--- src/rtl/midr_fetch_pkg.sv ---
// Shared fetch-stage types and constants for the MIDR instruction fetch unit.
// Holds the FSM state encoding and the word/address widths.
package midr_fetch_pkg;

    localparam int WORD_W = 16;
    localparam int ADDR_W = 16;

    localparam logic [ADDR_W-1:0] DEF_RESET_PC = 16'h0000;

    typedef enum logic [1:0] {
        ST_IDLE,
        ST_REQ,
        ST_VALID,
        ST_ERR
    } fetch_state_t;

endpackage

--- src/rtl/midr_pc.sv ---
// Fetch program counter: a redirect load beats an increment.
// The increment wraps modulo 2^ADDR_W.
module midr_pc
    import midr_fetch_pkg::*;
#(
    parameter logic [ADDR_W-1:0] RESET_PC = DEF_RESET_PC
) (
    input  logic              clk,
    input  logic              rst,
    input  logic              load,
    input  logic [ADDR_W-1:0] load_val,
    input  logic              inc,
    output logic [ADDR_W-1:0] pc
);

    always_ff @(posedge clk) begin
        if (rst) begin
            pc <= RESET_PC;
        end else if (load) begin
            pc <= load_val;
        end else if (inc) begin
            pc <= pc + ADDR_W'(1);
        end
    end

endmodule

--- src/rtl/midr_fetch.sv ---
// MIDR fetch unit: requests a word at the PC, latches it into MIDR and
// holds it for decode. A request that is not acknowledged in time raises a sticky error.
module midr_fetch
    import midr_fetch_pkg::*;
#(
    parameter logic [ADDR_W-1:0] RESET_PC = DEF_RESET_PC,
    parameter int                MAX_WAIT = 15
) (
    input  logic              clk,
    input  logic              rst,
    input  logic              start,
    output logic              mem_req,
    output logic [ADDR_W-1:0] mem_addr,
    input  logic              mem_ack,
    input  logic [WORD_W-1:0] mem_rdata,
    output logic [WORD_W-1:0] MIDR_out,
    output logic              instr_valid,
    input  logic              instr_ready,
    input  logic              pc_load,
    input  logic [ADDR_W-1:0] pc_load_val,
    output logic [ADDR_W-1:0] pc_out,
    output logic              fetch_err
);

    localparam int CW = $clog2(MAX_WAIT + 1);
    localparam logic [CW-1:0] LAST_WAIT = CW'(MAX_WAIT - 1);

    fetch_state_t  state;
    logic [CW-1:0] wait_cnt;
    logic          pc_ld;
    logic          pc_inc;

    // A redirect in REQ takes priority, so ack data arriving with it is dropped.
    assign pc_ld  = pc_load && (state != ST_ERR);
    assign pc_inc = (state == ST_REQ) && mem_ack && !pc_load;

    midr_pc #(
        .RESET_PC (RESET_PC)
    ) u_pc (
        .clk      (clk),
        .rst      (rst),
        .load     (pc_ld),
        .load_val (pc_load_val),
        .inc      (pc_inc),
        .pc       (pc_out)
    );

    assign mem_addr = pc_out;

    always_ff @(posedge clk) begin
        if (rst) begin
            state       <= ST_IDLE;
            wait_cnt    <= '0;
            MIDR_out    <= '0;
            mem_req     <= 1'b0;
            instr_valid <= 1'b0;
            fetch_err   <= 1'b0;
        end else begin
            unique case (state)
                ST_IDLE: begin
                    if (!pc_load && start) begin
                        state   <= ST_REQ;
                        mem_req <= 1'b1;
                    end
                end
                ST_REQ: begin
                    if (pc_load) begin
                        wait_cnt <= '0;
                    end else if (mem_ack) begin
                        MIDR_out    <= mem_rdata;
                        wait_cnt    <= '0;
                        state       <= ST_VALID;
                        mem_req     <= 1'b0;
                        instr_valid <= 1'b1;
                    end else if (wait_cnt == LAST_WAIT) begin
                        wait_cnt  <= wait_cnt + CW'(1);
                        state     <= ST_ERR;
                        mem_req   <= 1'b0;
                        fetch_err <= 1'b1;
                    end else begin
                        wait_cnt <= wait_cnt + CW'(1);
                    end
                end
                ST_VALID: begin
                    if (pc_load || instr_ready) begin
                        state       <= ST_REQ;
                        mem_req     <= 1'b1;
                        instr_valid <= 1'b0;
                    end
                end
                ST_ERR: begin
                    mem_req     <= 1'b0;
                    instr_valid <= 1'b0;
                    fetch_err   <= 1'b1;
                end
            endcase
        end
    end

endmodule
--- config.mk ---
export PLATFORM = sky130hd
export DESIGN_NAME = midr_fetch
export DESIGN_NICKNAME = d
export VERILOG_FILES = /design/src/rtl/midr_fetch_pkg.sv /design/src/rtl/midr_pc.sv /design/src/rtl/midr_fetch.sv
export SDC_FILE = /design/constraint.sdc
export NUM_CORES = 1
export LEC_CHECK = 0
export BUFFER_PORTS_ARGS = -buffer_cell sky130_fd_sc_hd__buf_2
export CAP_MARGIN = 40
export CORE_MARGIN = 4
export CORE_UTILIZATION = 45
export DETAILED_ROUTE_END_ITERATION = 16
export GPL_TIMING_DRIVEN = 0
export MAX_ROUTING_LAYER = met4
export PLACE_DENSITY = 0.81
export SYNTH_ARGS = -nofsm -noshare
export SYNTH_HDL_FRONTEND = slang
export SYNTH_SLANG_ARGS = --single-unit
--- constraint.sdc ---
create_clock -name clk -period 2.4 [get_ports clk]
set_clock_uncertainty 0.15 [all_clocks]
set_input_delay 0.48 -clock clk [delete_from_list [all_inputs] [get_ports clk]]
set_output_delay 0.48 -clock clk [all_outputs]
set_load 0.005 [all_outputs]
After elaboration in Yosys (flattened, before gate mapping)
Index checks and enable logic that the tools add are counted.
Widths: inputs -> output; s select.
{"block": "classes", "addsub": 2, "n_eq_ne": 12, "muxes": 24, "bitwise_logic": 1, "n_reduce_logical": 16}
{"op": "$mux 16", "n": 2}
{"op": "$add 16x1->16 const B", "n": 1}
{"op": "$ne 2x2->1 const B", "n": 6}
{"op": "$reduce_and 4->1", "n": 3}
{"op": "$mux 1", "n": 11}
{"op": "$mux 2", "n": 5}
{"op": "$mux 4", "n": 2}
{"op": "$pmux 2 s3", "n": 1}
{"op": "$reduce_bool 3->1", "n": 2}
{"op": "$reduce_and 5->1", "n": 1}
{"op": "$add 4x1->4 const B", "n": 1}
{"op": "$eq 2x2->1 const B", "n": 2}
{"op": "$eq 4x4->1 const B", "n": 1}
{"op": "$logic_and 1x1->1", "n": 4}
{"op": "$pmux 1 s4", "n": 1}
{"op": "$reduce_bool 2->1", "n": 2}
{"op": "$ne 3x2->1 const B", "n": 1}
{"op": "$pmux 1 s3", "n": 1}
{"op": "$reduce_and 3->1", "n": 1}
{"op": "$eq 2x1->1 const B", "n": 1}
{"op": "$logic_not 2->1", "n": 1}
{"op": "$ne 2x1->1 const B", "n": 1}
{"op": "$pmux 1 s2", "n": 1}
{"op": "$logic_not 1->1", "n": 1}
{"op": "2 further kinds", "n": 2}
{"block": "totals", "regBits": 41, "input_bits": 38, "output_inout_bits": 51, "elab_cells": 62}

Depth between registers and ports, before layout
{"block": "logic_depth", "ltp_word": 5, "mapped_depth": 6, "mapped_depth_nobuf": 6}

Modules after synthesis
A second synthesis with hierarchy kept.
{"block": "unflattened", "cells_unflattened": 259, "hier_area_um2": 2193.4}
{"module": "midr_fetch", "n_inst": 1, "cells_per_inst": 147, "area_each_um2": 1208.7, "seq_area_each_um2": 500.5}
{"module": "midr_pc", "n_inst": 1, "cells_per_inst": 112, "area_each_um2": 984.7, "seq_area_each_um2": 320.3}

Least setup slack after synthesis
Ideal clock, no wire load.
{"block": "synth_path", "kind": "input -> register", "from": "input port pc_load", "to": "register u_pc.pc[15]", "setup_time_ns": 0.091, "arrival_time_ns": 1.788, "required_time_ns": 2.159, "setup_slack_ns": 0.372, "stages": 4, "n_path_buf": 0, "cell_sequence": "nand4bb_2 or4_4 or3_1 a311oi_1"}
{"block": "synth_via", "elab_chain_len": 3, "elab_cells_between_ends": 5, "classes_between": "1 x mux; 4 x reduce/logical"}
{"element": "start, declared", "line_no": "midr_fetch.sv:19", "source": "input logic pc_load,"}
{"element": "$logic_not 1->1", "line_no": "midr_fetch.sv:35", "source": "assign pc_inc = (state == ST_REQ) && mem_ack && !pc_load;"}
{"element": "$logic_and 1x1->1", "line_no": "midr_fetch.sv:35"}
{"element": "$reduce_bool 2->1 (no source line)"}
{"element": "end signal, assigned", "line_no": "midr_pc.sv:20", "source": "pc <= load_val;"}
{"element": "end signal, assigned", "line_no": "midr_pc.sv:22", "source": "pc <= pc + ADDR_W'(1);"}
{"element": "end, declared", "line_no": "midr_pc.sv:13", "source": "output logic [ADDR_W-1:0] pc"}
Parallel ways exist; a longest one is shown, timed or not.
A chain may end at the register's enable or synchronous reset.

Worst setup path after layout
{"block": "layout_path", "from": "register u_pc.pc[3]", "to": "register u_pc.pc[15]"}
{"block": "layout_via", "elab_chain_len": 3}
{"element": "$add 16x1->16", "line_no": "midr_pc.sv:22"}
{"element": "$mux 16", "line_no": "midr_pc.sv:21", "source": "end else if (inc) begin"}
{"element": "$mux 16", "line_no": "midr_pc.sv:19", "source": "end else if (load) begin"}
Every way passes these cells. The select of a mux whose other input is x is not followed.

==> impl_metrics.yaml <==
floorplanning:
  fp.dieH_um: 75.3
  coreArea_mm2: 0.00435
  fp-row-count: 24
  initial_core_util_pct: 46.8
  die_w_um: 75.3
  die_area_mm2: 0.00566
  ios: 89
yosys:
  synth-seq-cells: 41
  ys_seq_area_share_pct: 40.3
  ys.warnings.count: 0
  syn-cell-area_mm2: 0.00204
  synth_flop_cell: "dfxtp_1"
  synth.distinct_cells: 44
  avgSynthCellArea_um2: 8.05
  netlist_instances: 253
  synthArstFlopShare_pct: 0
  synth_enable_flop_cells: 0
  synth_nets: 294
setup_path:
  path_buf_inv: 0
  worstPathMaxFanout: 9
  startpoint_type: "register"
  reg2reg_depth: 4
  critPathTopFamily: "simple AND/OR/NAND/NOR gates"
  crit_slowest_cell: "or4_4"
  cp_num_cells: 4
  worstPathRequired_ns: 2.45
  cp-end-kind: "register"
  crit_chain: "nand4_4 -> or4_4 -> or3_1 -> a311oi_1"
  critical_path_class: "reg2reg"
  crit_path_max_incr_delay_ns: 0.61
  arrival_ns: 2.22
min_path:
  hold_depth: 3
  hold_path.class: "in2reg"
clock_network:
  cts_max_level: 2
  clock_path_buffers: 2
  cts_buffers: 5
  cts_resized: 0
  cts_tree: "yes"
  clk_latency_ns: 0.28
  cts-root-buf: "clkbuf_8"
  cts_setup_buffers: 0
  cts.sinks: 41
  cts.clk_slew.worst_paths_ns: 0.08
  cts_hold_buffers: 0
placed_design:
  port_buffers: 87
  dpl_cell_area_mm2: 0.00254
  globalplace.congestion: 0.801
  dp.final_hpwl_um: 3970
sta:
  hold_viol_final: 0
  fmax_ghz: 0.459
  finalSetupViolCount: 0
  rsz0062_at_grt: "no"
  hold_slack_ns: 0.279
  slew_viol_final: 0
  worstMarginPinSlew_ns: 0.705
  min_period_ns: 2.18
  relSlewSlack_pct: 52.9
  post-route-period-util_pct: 90.7
layout:
  syn_to_final_growth_pct: 28.9
  final_cell_area_mm2: 0.00262
  diodes: 0
  layout-drive-gt1-share_pct: 34.9
  finish.net_count: 388
detailed_routing:
  post_drt_via_cell_ratio: 5.21
  first_iter_violations: 101
  drtPass1Iterations: 4
  ant_nets: 0
  wl_um: 5200
  post_drt_wl_per_cell_um: 13.0
  route.vias.total: 2077
  post-route-drc-count: 0
pwr:
  leakagePower_nw: 1.15
  powerDensity_mw_per_mm2: 543
  finalPower_mw: 1.42
  vdd_drop_max_v: 0.000435
status:
  run_status: "complete, no violations"
global_route:
  antenna_found_initial: 0
  grt.total_usage_pct: 18.6
  grt_pass1_vias: 1731
  overflow: 0
  grt_max_degree: 12
  grt_pass1_wl_um: 7910
job:
  cap_violations: 0
[cell type report]
type | instances | area, um^2
tap | 52 | 65.1
sequential | 41 | 821
inverter | 6 | 22.5
timing repair buffer | 87 | 435
fill | 409 | 1730
clock buffer | 7 | 86.3
multi-input combinational | 174 | 1010
buffer | 32 | 183
[cells in the mapped netlist, types with 4 or more instances]
master / instances / area [um^2]
nor3_1: 5 / 25.0
buf_4: 16 / 120
nor4_1: 9 / 56.3
clkbuf_1: 12 / 45.0
o21ai_0: 6 / 30.0
a211oi_1: 4 / 30.0
a21oi_1: 31 / 155
nand3_1: 6 / 30.0
inv_1: 6 / 22.5
a311oi_1: 5 / 43.8
nand2_1: 41 / 154
dfxtp_1: 41 / 821
nor2_1: 19 / 71.3
[cells in the final DEF, fill, tap and decap left out, drive strengths merged, types with 3 or more instances in the layout]
cell type,n
buf,107
dfxtp,41
nand2,41
a21oi,31
nor2,19
clkbuf,19
nor4,9
inv,6
nand3,6
o21ai,6
a311oi,5
nor3,5
a211oi,4
nand4,4
nand2b,3
or2,3
xnor2,3
ha,3
or4,3
[tightest hold or removal path, delay by kind of cell]
kind / cells / cell delay [ns]
AND/OR/NAND/NOR: 1 / 0.05
AO/OA/AOI/OAI: 1 / 0.05
buffers and inverters: 1 / 0.09
[layer usage]
layer  wire [um]  GRT usage, %  vias up
met5           0             -        -
met4          54          5.44        0
met3         407          4.67        5
met2        2590          30.5       66
met1        2150          22.7      939
li1            -             -     1067
[metrics by stage]
stage	setup TNS, ns	utilization (%)	setup slack, ns	std cells
floorplan	0	-	0.372	253
global placement	-0.678	58.2	-0.0875	392
detailed placement	-0.789	58.2	-0.0983	392
CTS	0	60.2	0.226	399
global route	0	60.3	0.147	399
finish	0	60.3	0.222	399
[logic make-up after synthesis]
kind of cell	synth area share, %
AOI/OAI and AO/OA	19.5
muxes	1.54
DFF	40.3
buffers and inverters	10.0
and+or+nand+nor	25.1
adders and majority gates	1.84
xor gates and xnor gates	1.72
[power by group]
group / internal (mW) / total (mW) / switching (mW)
clock: 0.228 / 0.450 / 0.222
combinational: 0.117 / 0.225 / 0.108
sequential: 0.711 / 0.749 / 0.0379
total: 1.06 / 1.42 / 0.368
[registers in the layout, indices dropped and copies added (netlist names)]
register and cells:
wait_cnt 4, MIDR_out 16, fetch_err 1, u_pc.pc 16
mem_req 1, instr_valid 1, state 2
[final timing paths]
kind                                   start     endpoint  slack, ns
worst max-delay path              u_pc.pc[3]  u_pc.pc[15]       0.22
worst min-delay path            mem_rdata[1]  MIDR_out[1]       0.28
worst max register to register    u_pc.pc[3]  u_pc.pc[15]       0.22
worst min register to register   MIDR_out[9]  MIDR_out[9]       0.30
Note: power is estimated with default switching activity, not from simulation.
